$ cat src/rtl/scs8hd_pwrgate_pkg.sv
// Shared types and constants for the scs8hd power-gating sequencer:
// state encoding, per-state output vectors and default cycle counts.
package scs8hd_pwrgate_pkg;

    typedef enum logic [2:0] {
        ST_OFF  = 3'd0,
        ST_PUP  = 3'd1,
        ST_RREL = 3'd2,
        ST_ON   = 3'd3,
        ST_ISOA = 3'd4,
        ST_PDN  = 3'd5
    } pg_state_e;

    typedef struct packed {
        logic psw_en;
        logic iso;
        logic drstb;
        logic ready;
        logic busy;
    } pg_out_t;

    localparam pg_out_t OUT_OFF  = '{psw_en: 1'b0, iso: 1'b1, drstb: 1'b0, ready: 1'b0, busy: 1'b0};
    localparam pg_out_t OUT_PUP  = '{psw_en: 1'b1, iso: 1'b1, drstb: 1'b0, ready: 1'b0, busy: 1'b1};
    localparam pg_out_t OUT_RREL = '{psw_en: 1'b1, iso: 1'b1, drstb: 1'b1, ready: 1'b0, busy: 1'b1};
    localparam pg_out_t OUT_ON   = '{psw_en: 1'b1, iso: 1'b0, drstb: 1'b1, ready: 1'b1, busy: 1'b0};
    localparam pg_out_t OUT_ISOA = '{psw_en: 1'b1, iso: 1'b1, drstb: 1'b1, ready: 1'b0, busy: 1'b1};
    localparam pg_out_t OUT_PDN  = '{psw_en: 1'b0, iso: 1'b1, drstb: 1'b0, ready: 1'b0, busy: 1'b1};

    localparam int unsigned ISO_CYC_DEF = 32'd2;
    localparam int unsigned PSW_CYC_DEF = 32'd8;
    localparam int unsigned RST_CYC_DEF = 32'd4;
    localparam int unsigned CNT_W_DEF   = 32'd8;

    // Output vector for a state; any unknown encoding falls back to the safe OFF vector.
    function automatic pg_out_t state_out(input pg_state_e st);
        pg_out_t o;
        case (st)
            ST_OFF:  o = OUT_OFF;
            ST_PUP:  o = OUT_PUP;
            ST_RREL: o = OUT_RREL;
            ST_ON:   o = OUT_ON;
            ST_ISOA: o = OUT_ISOA;
            ST_PDN:  o = OUT_PDN;
            default: o = OUT_OFF;
        endcase
        return o;
    endfunction

    // Counter load value for an N-cycle state; a zero count behaves as one cycle.
    function automatic int unsigned cyc_load(input int unsigned cyc);
        int unsigned v;
        if (cyc == 32'd0) begin
            v = 32'd0;
        end else begin
            v = cyc - 32'd1;
        end
        return v;
    endfunction

endpackage

$ cat src/rtl/scs8hd_pwrgate_ctl_if.sv
// Request/control bundle between the always-on sequencer and the gated domain.
// PWRGOOD exists only when SC_PWRGOOD_EN is defined.
interface scs8hd_pwrgate_ctl_if;

    logic SLEEP;
    logic PSW_EN;
    logic ISO;
    logic DRSTB;
    logic READY;
    logic BUSY;

`ifdef SC_PWRGOOD_EN
    logic PWRGOOD;

    modport master (
        input  SLEEP,
        input  PWRGOOD,
        output PSW_EN,
        output ISO,
        output DRSTB,
        output READY,
        output BUSY
    );

    modport slave (
        output SLEEP,
        output PWRGOOD,
        input  PSW_EN,
        input  ISO,
        input  DRSTB,
        input  READY,
        input  BUSY
    );
`else
    modport master (
        input  SLEEP,
        output PSW_EN,
        output ISO,
        output DRSTB,
        output READY,
        output BUSY
    );

    modport slave (
        output SLEEP,
        input  PSW_EN,
        input  ISO,
        input  DRSTB,
        input  READY,
        input  BUSY
    );
`endif

endinterface

$ cat src/rtl/scs8hd_pwrgate_cnt.sv
// Loadable down-counter that parks at zero; zero flag is registered with the count.
module scs8hd_pwrgate_cnt #(
    parameter int unsigned CNT_W = 32'd8
) (
    input  logic             clk,
    input  logic             resetb,
    input  logic             load,
    input  logic [CNT_W-1:0] load_val,
    output logic             zero
);

    logic [CNT_W-1:0] cnt_r;
    logic [CNT_W-1:0] cnt_nxt_s;
    logic             zero_r;

    // Next count: load wins, otherwise count down until zero and hold there.
    always_comb begin
        cnt_nxt_s = cnt_r;
        if (load) begin
            cnt_nxt_s = load_val;
        end else if (!zero_r) begin
            cnt_nxt_s = cnt_r - {{(CNT_W-1){1'b0}}, 1'b1};
        end else begin
            cnt_nxt_s = cnt_r;
        end
    end

    // Count and zero-flag registers, cleared by reset.
    always_ff @(posedge clk) begin
        if (!resetb) begin
            cnt_r  <= {CNT_W{1'b0}};
            zero_r <= 1'b1;
        end else begin
            cnt_r  <= cnt_nxt_s;
            zero_r <= (cnt_nxt_s == {CNT_W{1'b0}});
        end
    end

    assign zero = zero_r;

endmodule

$ cat src/rtl/scs8hd_pwrgate_ctl.sv
// Power-gating sequencer: orders header switch, isolation clamps and domain
// reset. Optional rail acknowledge via SC_PWRGOOD_EN.
module scs8hd_pwrgate_ctl
    import scs8hd_pwrgate_pkg::*;
#(
    parameter int unsigned ISO_CYC = ISO_CYC_DEF,
    parameter int unsigned PSW_CYC = PSW_CYC_DEF,
    parameter int unsigned RST_CYC = RST_CYC_DEF,
    parameter int unsigned CNT_W   = CNT_W_DEF
) (
    input logic                  CLK,
    input logic                  RESETB,
    scs8hd_pwrgate_ctl_if.master pg
);

    localparam logic [CNT_W-1:0] ISO_LD = CNT_W'(cyc_load(ISO_CYC));
    localparam logic [CNT_W-1:0] PSW_LD = CNT_W'(cyc_load(PSW_CYC));
    localparam logic [CNT_W-1:0] RST_LD = CNT_W'(cyc_load(RST_CYC));

    pg_state_e        state_r;
    pg_state_e        next_s;
    pg_out_t          out_r;
    logic             load_s;
    logic [CNT_W-1:0] load_val_s;
    logic             zero_s;
    logic             up_ok_s;
    logic             dn_ok_s;

`ifdef SC_PWRGOOD_EN
    logic pg_meta_r;
    logic pg_sync_r;

    // Two-flop synchroniser for the switch's rail-good acknowledge.
    always_ff @(posedge CLK) begin
        if (!RESETB) begin
            pg_meta_r <= 1'b0;
            pg_sync_r <= 1'b0;
        end else begin
            pg_meta_r <= pg.PWRGOOD;
            pg_sync_r <= pg_meta_r;
        end
    end

    assign up_ok_s = pg_sync_r;
    assign dn_ok_s = !pg_sync_r;
`else
    assign up_ok_s = 1'b1;
    assign dn_ok_s = 1'b1;
`endif

    scs8hd_pwrgate_cnt #(
        .CNT_W (CNT_W)
    ) u_cnt (
        .clk      (CLK),
        .resetb   (RESETB),
        .load     (load_s),
        .load_val (load_val_s),
        .zero     (zero_s)
    );

    // Next state and counter load; SLEEP is only looked at in the two stable states.
    always_comb begin
        next_s     = state_r;
        load_s     = 1'b0;
        load_val_s = {CNT_W{1'b0}};
        case (state_r)
            ST_OFF: begin
                if (!pg.SLEEP) begin
                    next_s     = ST_PUP;
                    load_s     = 1'b1;
                    load_val_s = PSW_LD;
                end else begin
                    next_s = ST_OFF;
                end
            end
            ST_PUP: begin
                if (zero_s && up_ok_s) begin
                    next_s     = ST_RREL;
                    load_s     = 1'b1;
                    load_val_s = RST_LD;
                end else begin
                    next_s = ST_PUP;
                end
            end
            ST_RREL: begin
                if (zero_s) begin
                    next_s = ST_ON;
                end else begin
                    next_s = ST_RREL;
                end
            end
            ST_ON: begin
                if (pg.SLEEP) begin
                    next_s     = ST_ISOA;
                    load_s     = 1'b1;
                    load_val_s = ISO_LD;
                end else begin
                    next_s = ST_ON;
                end
            end
            ST_ISOA: begin
                if (zero_s) begin
                    next_s     = ST_PDN;
                    load_s     = 1'b1;
                    load_val_s = PSW_LD;
                end else begin
                    next_s = ST_ISOA;
                end
            end
            ST_PDN: begin
                if (zero_s && dn_ok_s) begin
                    next_s = ST_OFF;
                end else begin
                    next_s = ST_PDN;
                end
            end
            default: begin
                next_s = ST_OFF;
            end
        endcase
    end

    // State register plus outputs registered from the next-state decode.
    always_ff @(posedge CLK) begin
        if (!RESETB) begin
            state_r <= ST_OFF;
            out_r   <= OUT_OFF;
        end else begin
            state_r <= next_s;
            out_r   <= state_out(next_s);
        end
    end

    assign pg.PSW_EN = out_r.psw_en;
    assign pg.ISO    = out_r.iso;
    assign pg.DRSTB  = out_r.drstb;
    assign pg.READY  = out_r.ready;
    assign pg.BUSY   = out_r.busy;

endmodule
$ cat src/flat_wrapper.sv
// flat-port wrapper written by rule: the top's interface ports become plain ports
module scs8hd_pwrgate_ctl_flat import scs8hd_pwrgate_pkg::*;
#(
    parameter int unsigned ISO_CYC = ISO_CYC_DEF,
    parameter int unsigned PSW_CYC = PSW_CYC_DEF,
    parameter int unsigned RST_CYC = RST_CYC_DEF,
    parameter int unsigned CNT_W   = CNT_W_DEF
)
  (CLK, RESETB, pg_SLEEP, pg_PSW_EN, pg_ISO, pg_DRSTB, pg_READY, pg_BUSY);
  scs8hd_pwrgate_ctl_if pg_i ();
  input logic CLK;
  input logic RESETB;
  input wire logic [$bits(pg_i.SLEEP)-1:0] pg_SLEEP;
  output wire logic [$bits(pg_i.PSW_EN)-1:0] pg_PSW_EN;
  output wire logic [$bits(pg_i.ISO)-1:0] pg_ISO;
  output wire logic [$bits(pg_i.DRSTB)-1:0] pg_DRSTB;
  output wire logic [$bits(pg_i.READY)-1:0] pg_READY;
  output wire logic [$bits(pg_i.BUSY)-1:0] pg_BUSY;
  assign pg_i.SLEEP = pg_SLEEP;
  assign pg_PSW_EN = pg_i.PSW_EN;
  assign pg_ISO = pg_i.ISO;
  assign pg_DRSTB = pg_i.DRSTB;
  assign pg_READY = pg_i.READY;
  assign pg_BUSY = pg_i.BUSY;
  scs8hd_pwrgate_ctl #(.ISO_CYC(ISO_CYC), .PSW_CYC(PSW_CYC), .RST_CYC(RST_CYC), .CNT_W(CNT_W)) u_core (.CLK(CLK), .RESETB(RESETB), .pg(pg_i));
endmodule
$ cat config.mk
export PLATFORM = sky130hd
export DESIGN_NAME = scs8hd_pwrgate_ctl_flat
export DESIGN_NICKNAME = d
export VERILOG_FILES = /design/src/rtl/scs8hd_pwrgate_pkg.sv /design/src/rtl/scs8hd_pwrgate_ctl_if.sv /design/src/rtl/scs8hd_pwrgate_cnt.sv /design/src/rtl/scs8hd_pwrgate_ctl.sv /design/src/flat_wrapper.sv
export SDC_FILE = /design/constraint.sdc
export NUM_CORES = 1
export LEC_CHECK = 0
export BUFFER_PORTS_ARGS = -buffer_cell sky130_fd_sc_hd__buf_2
export CAP_MARGIN = 20
export CORE_ASPECT_RATIO = 1.2
export CORE_MARGIN = 10
export CORE_UTILIZATION = 50
export CTS_CLUSTER_DIAMETER = 80
export DETAILED_ROUTE_END_ITERATION = 6
export GPL_ROUTABILITY_DRIVEN = 0
export PLACE_DENSITY = 0.76
export REMOVE_ABC_BUFFERS = 1
export SYNTH_ARGS = -nofsm -noshare
export SYNTH_HDL_FRONTEND = slang
export SYNTH_HIERARCHICAL = 1
export SYNTH_SLANG_ARGS = --single-unit
$ cat constraint.sdc
create_clock -name CLK -period 2.7 [get_ports CLK]
set_input_delay 0.135 -clock CLK [delete_from_list [all_inputs] [get_ports CLK]]
set_output_delay 0.135 -clock CLK [all_outputs]
set_load 0.05 [all_outputs]
==> flow_metrics.env <==
export IMPL_hpwl_mm=1.53
export IMPL_pwr_share_clk_pct=16.9
export IMPL_fin_tns_setup_ns=0
export IMPL_final_cell_mix="dfxtp_1, nor2_1, nand2_1"
export IMPL_hold_path_cell_count=2
export IMPL_maxCapViolCount=0
export IMPL_worstPathMaxFanout=11
export IMPL_hold_buffers=0
export IMPL_netlist_instances=121
export IMPL_crit_required_ns=2.88
export IMPL_drive_above_1_share_pct=20.9
export IMPL_ioPinCount=8
export IMPL_post_cts_repair_setup_buffers=0
export IMPL_drtPass1Iterations=4
export IMPL_avgSynthCellArea_um2=8.64
export IMPL_synth_top_cell_by_area="dfxtp_1"
export IMPL_grt_max_degree=12
export IMPL_cts_tree="yes"
export IMPL_grt_usage_pct=9.88
export IMPL_post_route_period_util_pct=82.7
export IMPL_p_total_mw=0.809
export IMPL_power_leakage_nw=0.490
export IMPL_grt_pass1_vias=810
export IMPL_ys_warn_count=6
export IMPL_startpoint="u_core/state_r[0]$_SDFF_PN0_"
export IMPL_skew_ns=0.00267
export IMPL_grt_pass1_wl_mm=3.35
export IMPL_switching_share_pct=39.4
export IMPL_die_x_um=61.8
export IMPL_switching_power_mw=0.319
export IMPL_areaGrowthSynthToFinish_pct=7.42
export IMPL_routed_top_layer="met4"
export IMPL_slew_violations=0
export IMPL_cts_root_buffer="clkbuf_4"
export IMPL_worstHoldPathType="primary input to register"
export IMPL_wire_per_inst_um=13.3
export IMPL_cts_buffers=3
export IMPL_combinationalPowerShare_pct=40.4
export IMPL_yosysSeqAreaShare_pct=32.5
export IMPL_critical_path_class="register to register"
export IMPL_drt_iter0_markers=24
export IMPL_detail_route_antenna_nets=0
export IMPL_antenna_found_initial=0
export IMPL_peakVddDrop_mv=0.409
export IMPL_reg2regPathDepth=8
export IMPL_ys_types=50
export IMPL_clk_pin_slew_ns=0.10
export IMPL_synth_top_area_share_pct=32.5
export IMPL_dr_wl_met2_um=984
export IMPL_synthFlopType="dfxtp_1"
export IMPL_die_area_um2=4330
export IMPL_synth_async_reset_ratio_pct=0
export IMPL_min_period_ns=2.23
export IMPL_synth_area_um2=1050
export IMPL_vias=897
export IMPL_num_antenna_cells=0
export IMPL_drc=0
export IMPL_power_density_nw_per_um2=720
export IMPL_clk_path_buf_depth=2
export IMPL_finalSetupViolCount=0
export IMPL_clk_latency_ns=0.29
export IMPL_fin_nets=139
export IMPL_grt_overflow=0
export IMPL_reg2reg_to="u_core/u_cnt/zero$_SDFF_PN1_"
export IMPL_internal_power_mw=0.490
export IMPL_startpoint_type="register"
export IMPL_timing_rr_start="u_core/state_r[0]$_SDFF_PN0_"
export IMPL_hold_viol=0
export IMPL_status="finished, final reports clean"
export IMPL_rsz0062_at_grt="false"
export IMPL_wl_mm=2.04
export IMPL_cp_end_kind="register"
export IMPL_synth_edf_count=0
export IMPL_endpoint="u_core/u_cnt/zero$_SDFF_PN1_"
export IMPL_met1_length_um=914
export IMPL_fp_coreArea_um2=2030
export IMPL_ff2ff_setup_slack_ns=0.47
export IMPL_seqPwrFrac_pct=42.7
export IMPL_die_h_um=70.1
export IMPL_yosys_top_cells_area="dfxtp_1, nor2_1, nand2_1"
export IMPL_rows=18
export IMPL_arrival_ns=2.42
export IMPL_wl_met3_um=88
export IMPL_cts_sinks=17
export IMPL_cts_resized=0
export IMPL_avgViaCountPerCell=5.82
export IMPL_ys_ff_latch=17
export IMPL_start_util_pct=51.6
export IMPL_ctsHtreeMaxLevel=1
export IMPL_clock_fmax_mhz=448
export IMPL_final_common_cell="dfxtp_1"
export IMPL_portBuffers=7
worst max-delay path, cell delays in order, from the launching register on:
cell	delay (ns)
dfxtp_1	0.54
and2_1	0.19
o21ai_1	0.08
o221ai_1	0.40
buf_4	0.26
nor3b_1	0.06
mux2_1	0.31
o221ai_2	0.20
o41ai_2	0.08
layer usage:
layer / vias up / global-route usage [%]
li1: 451 / -
met1: 416 / 10.7
met2: 23 / 15.8
met3: 7 / 2.89
met4: 0 / 6.47
met5: - / 0
cell families after synthesis:
kind of cell | share of synthesized area [%]
and+or+nand+nor | 29.3
AOI/OAI and AO/OA | 22.5
DFF | 32.5
buffers and inverters | 7.78
xor gates and xnor gates | 3.35
muxes | 2.99
adders and majority gates | 1.20
other | 0.359
final cells by class:
type / instances / area [µm²]
tap: 20 / 25.0
multi-input combinational: 95 / 643
fill: 202 / 903
inverter: 8 / 30.0
clock inverter: 1 / 5.00
sequential: 17 / 340
clock buffer: 3 / 22.5
timing repair buffer: 10 / 57.6
worst min path at each step:
| stage | from | endpoint | slack, ns |
|---|---|---|---|
| CTS | RESETB | u_core/u_cnt/zero$_SDFF_PN1_ | 0.09 |
| global placement | RESETB | u_core/u_cnt/zero$_SDFF_PN1_ | 0.40 |
| global route | RESETB | u_core/u_cnt/zero$_SDFF_PN1_ | 0.09 |
| finish | RESETB | u_core/u_cnt/zero$_SDFF_PN1_ | 0.1 |
| floorplan | RESETB | u_core/u_cnt/zero$_SDFF_PN1_ | 0.19 |
| detailed placement | RESETB | u_core/u_cnt/zero$_SDFF_PN1_ | 0.41 |
synthesized netlist by cell type, types with 2 or more instances:
master	count
o221ai_1	2
nand3_1	6
inv_1	7
a211o_1	2
nand2b_1	3
dfxtp_1	17
buf_6	3
o211a_1	2
and2_2	2
o21a_1	4
o21ai_0	3
buf_2	2
a21oi_1	2
and2_1	3
nor4_2	2
nand2_1	9
nor3_1	2
nor2_1	14
xor2_1	3
mux2i_1	2
a31oi_1	2
registers in the layout, summed over array words and instances, names as in the netlist:
register	count
u_core/pg.READY	1
u_core/state_r	3
u_core/pg.DRSTB	1
u_core/u_cnt/zero	1
u_core/pg.ISO	1
u_core/u_cnt/cnt_r	8
u_core/pg.PSW_EN	1
u_core/pg.BUSY	1
per-stage QoR:
stage | worst slack [ns] | cells | utilization (%) | hold WS, ns | area, µm²
finish | 0.467 | 154 | 55.4 | 0.0974 | 1120
CTS | 0.465 | 154 | 55.4 | 0.0918 | 1120
floorplan | 0.139 | 120 | - | 0.191 | 1010
global placement | 0.556 | 150 | 54.1 | 0.403 | 1100
detailed placement | 0.474 | 150 | 54.1 | 0.408 | 1100
global route | 0.236 | 154 | 55.4 | 0.0931 | 1120
power by group through the flow:
stage	Clock (mW)	Sequential, mW	Combinational [mW]
after floorplan	0	0.365	0.230
after global placement	0	0.347	0.316
after CTS	0.143	0.344	0.325
after detailed placement	0	0.350	0.323
final	0.137	0.346	0.327
after global routing	0.152	0.352	0.361
Power figures use the tool's default switching activity.
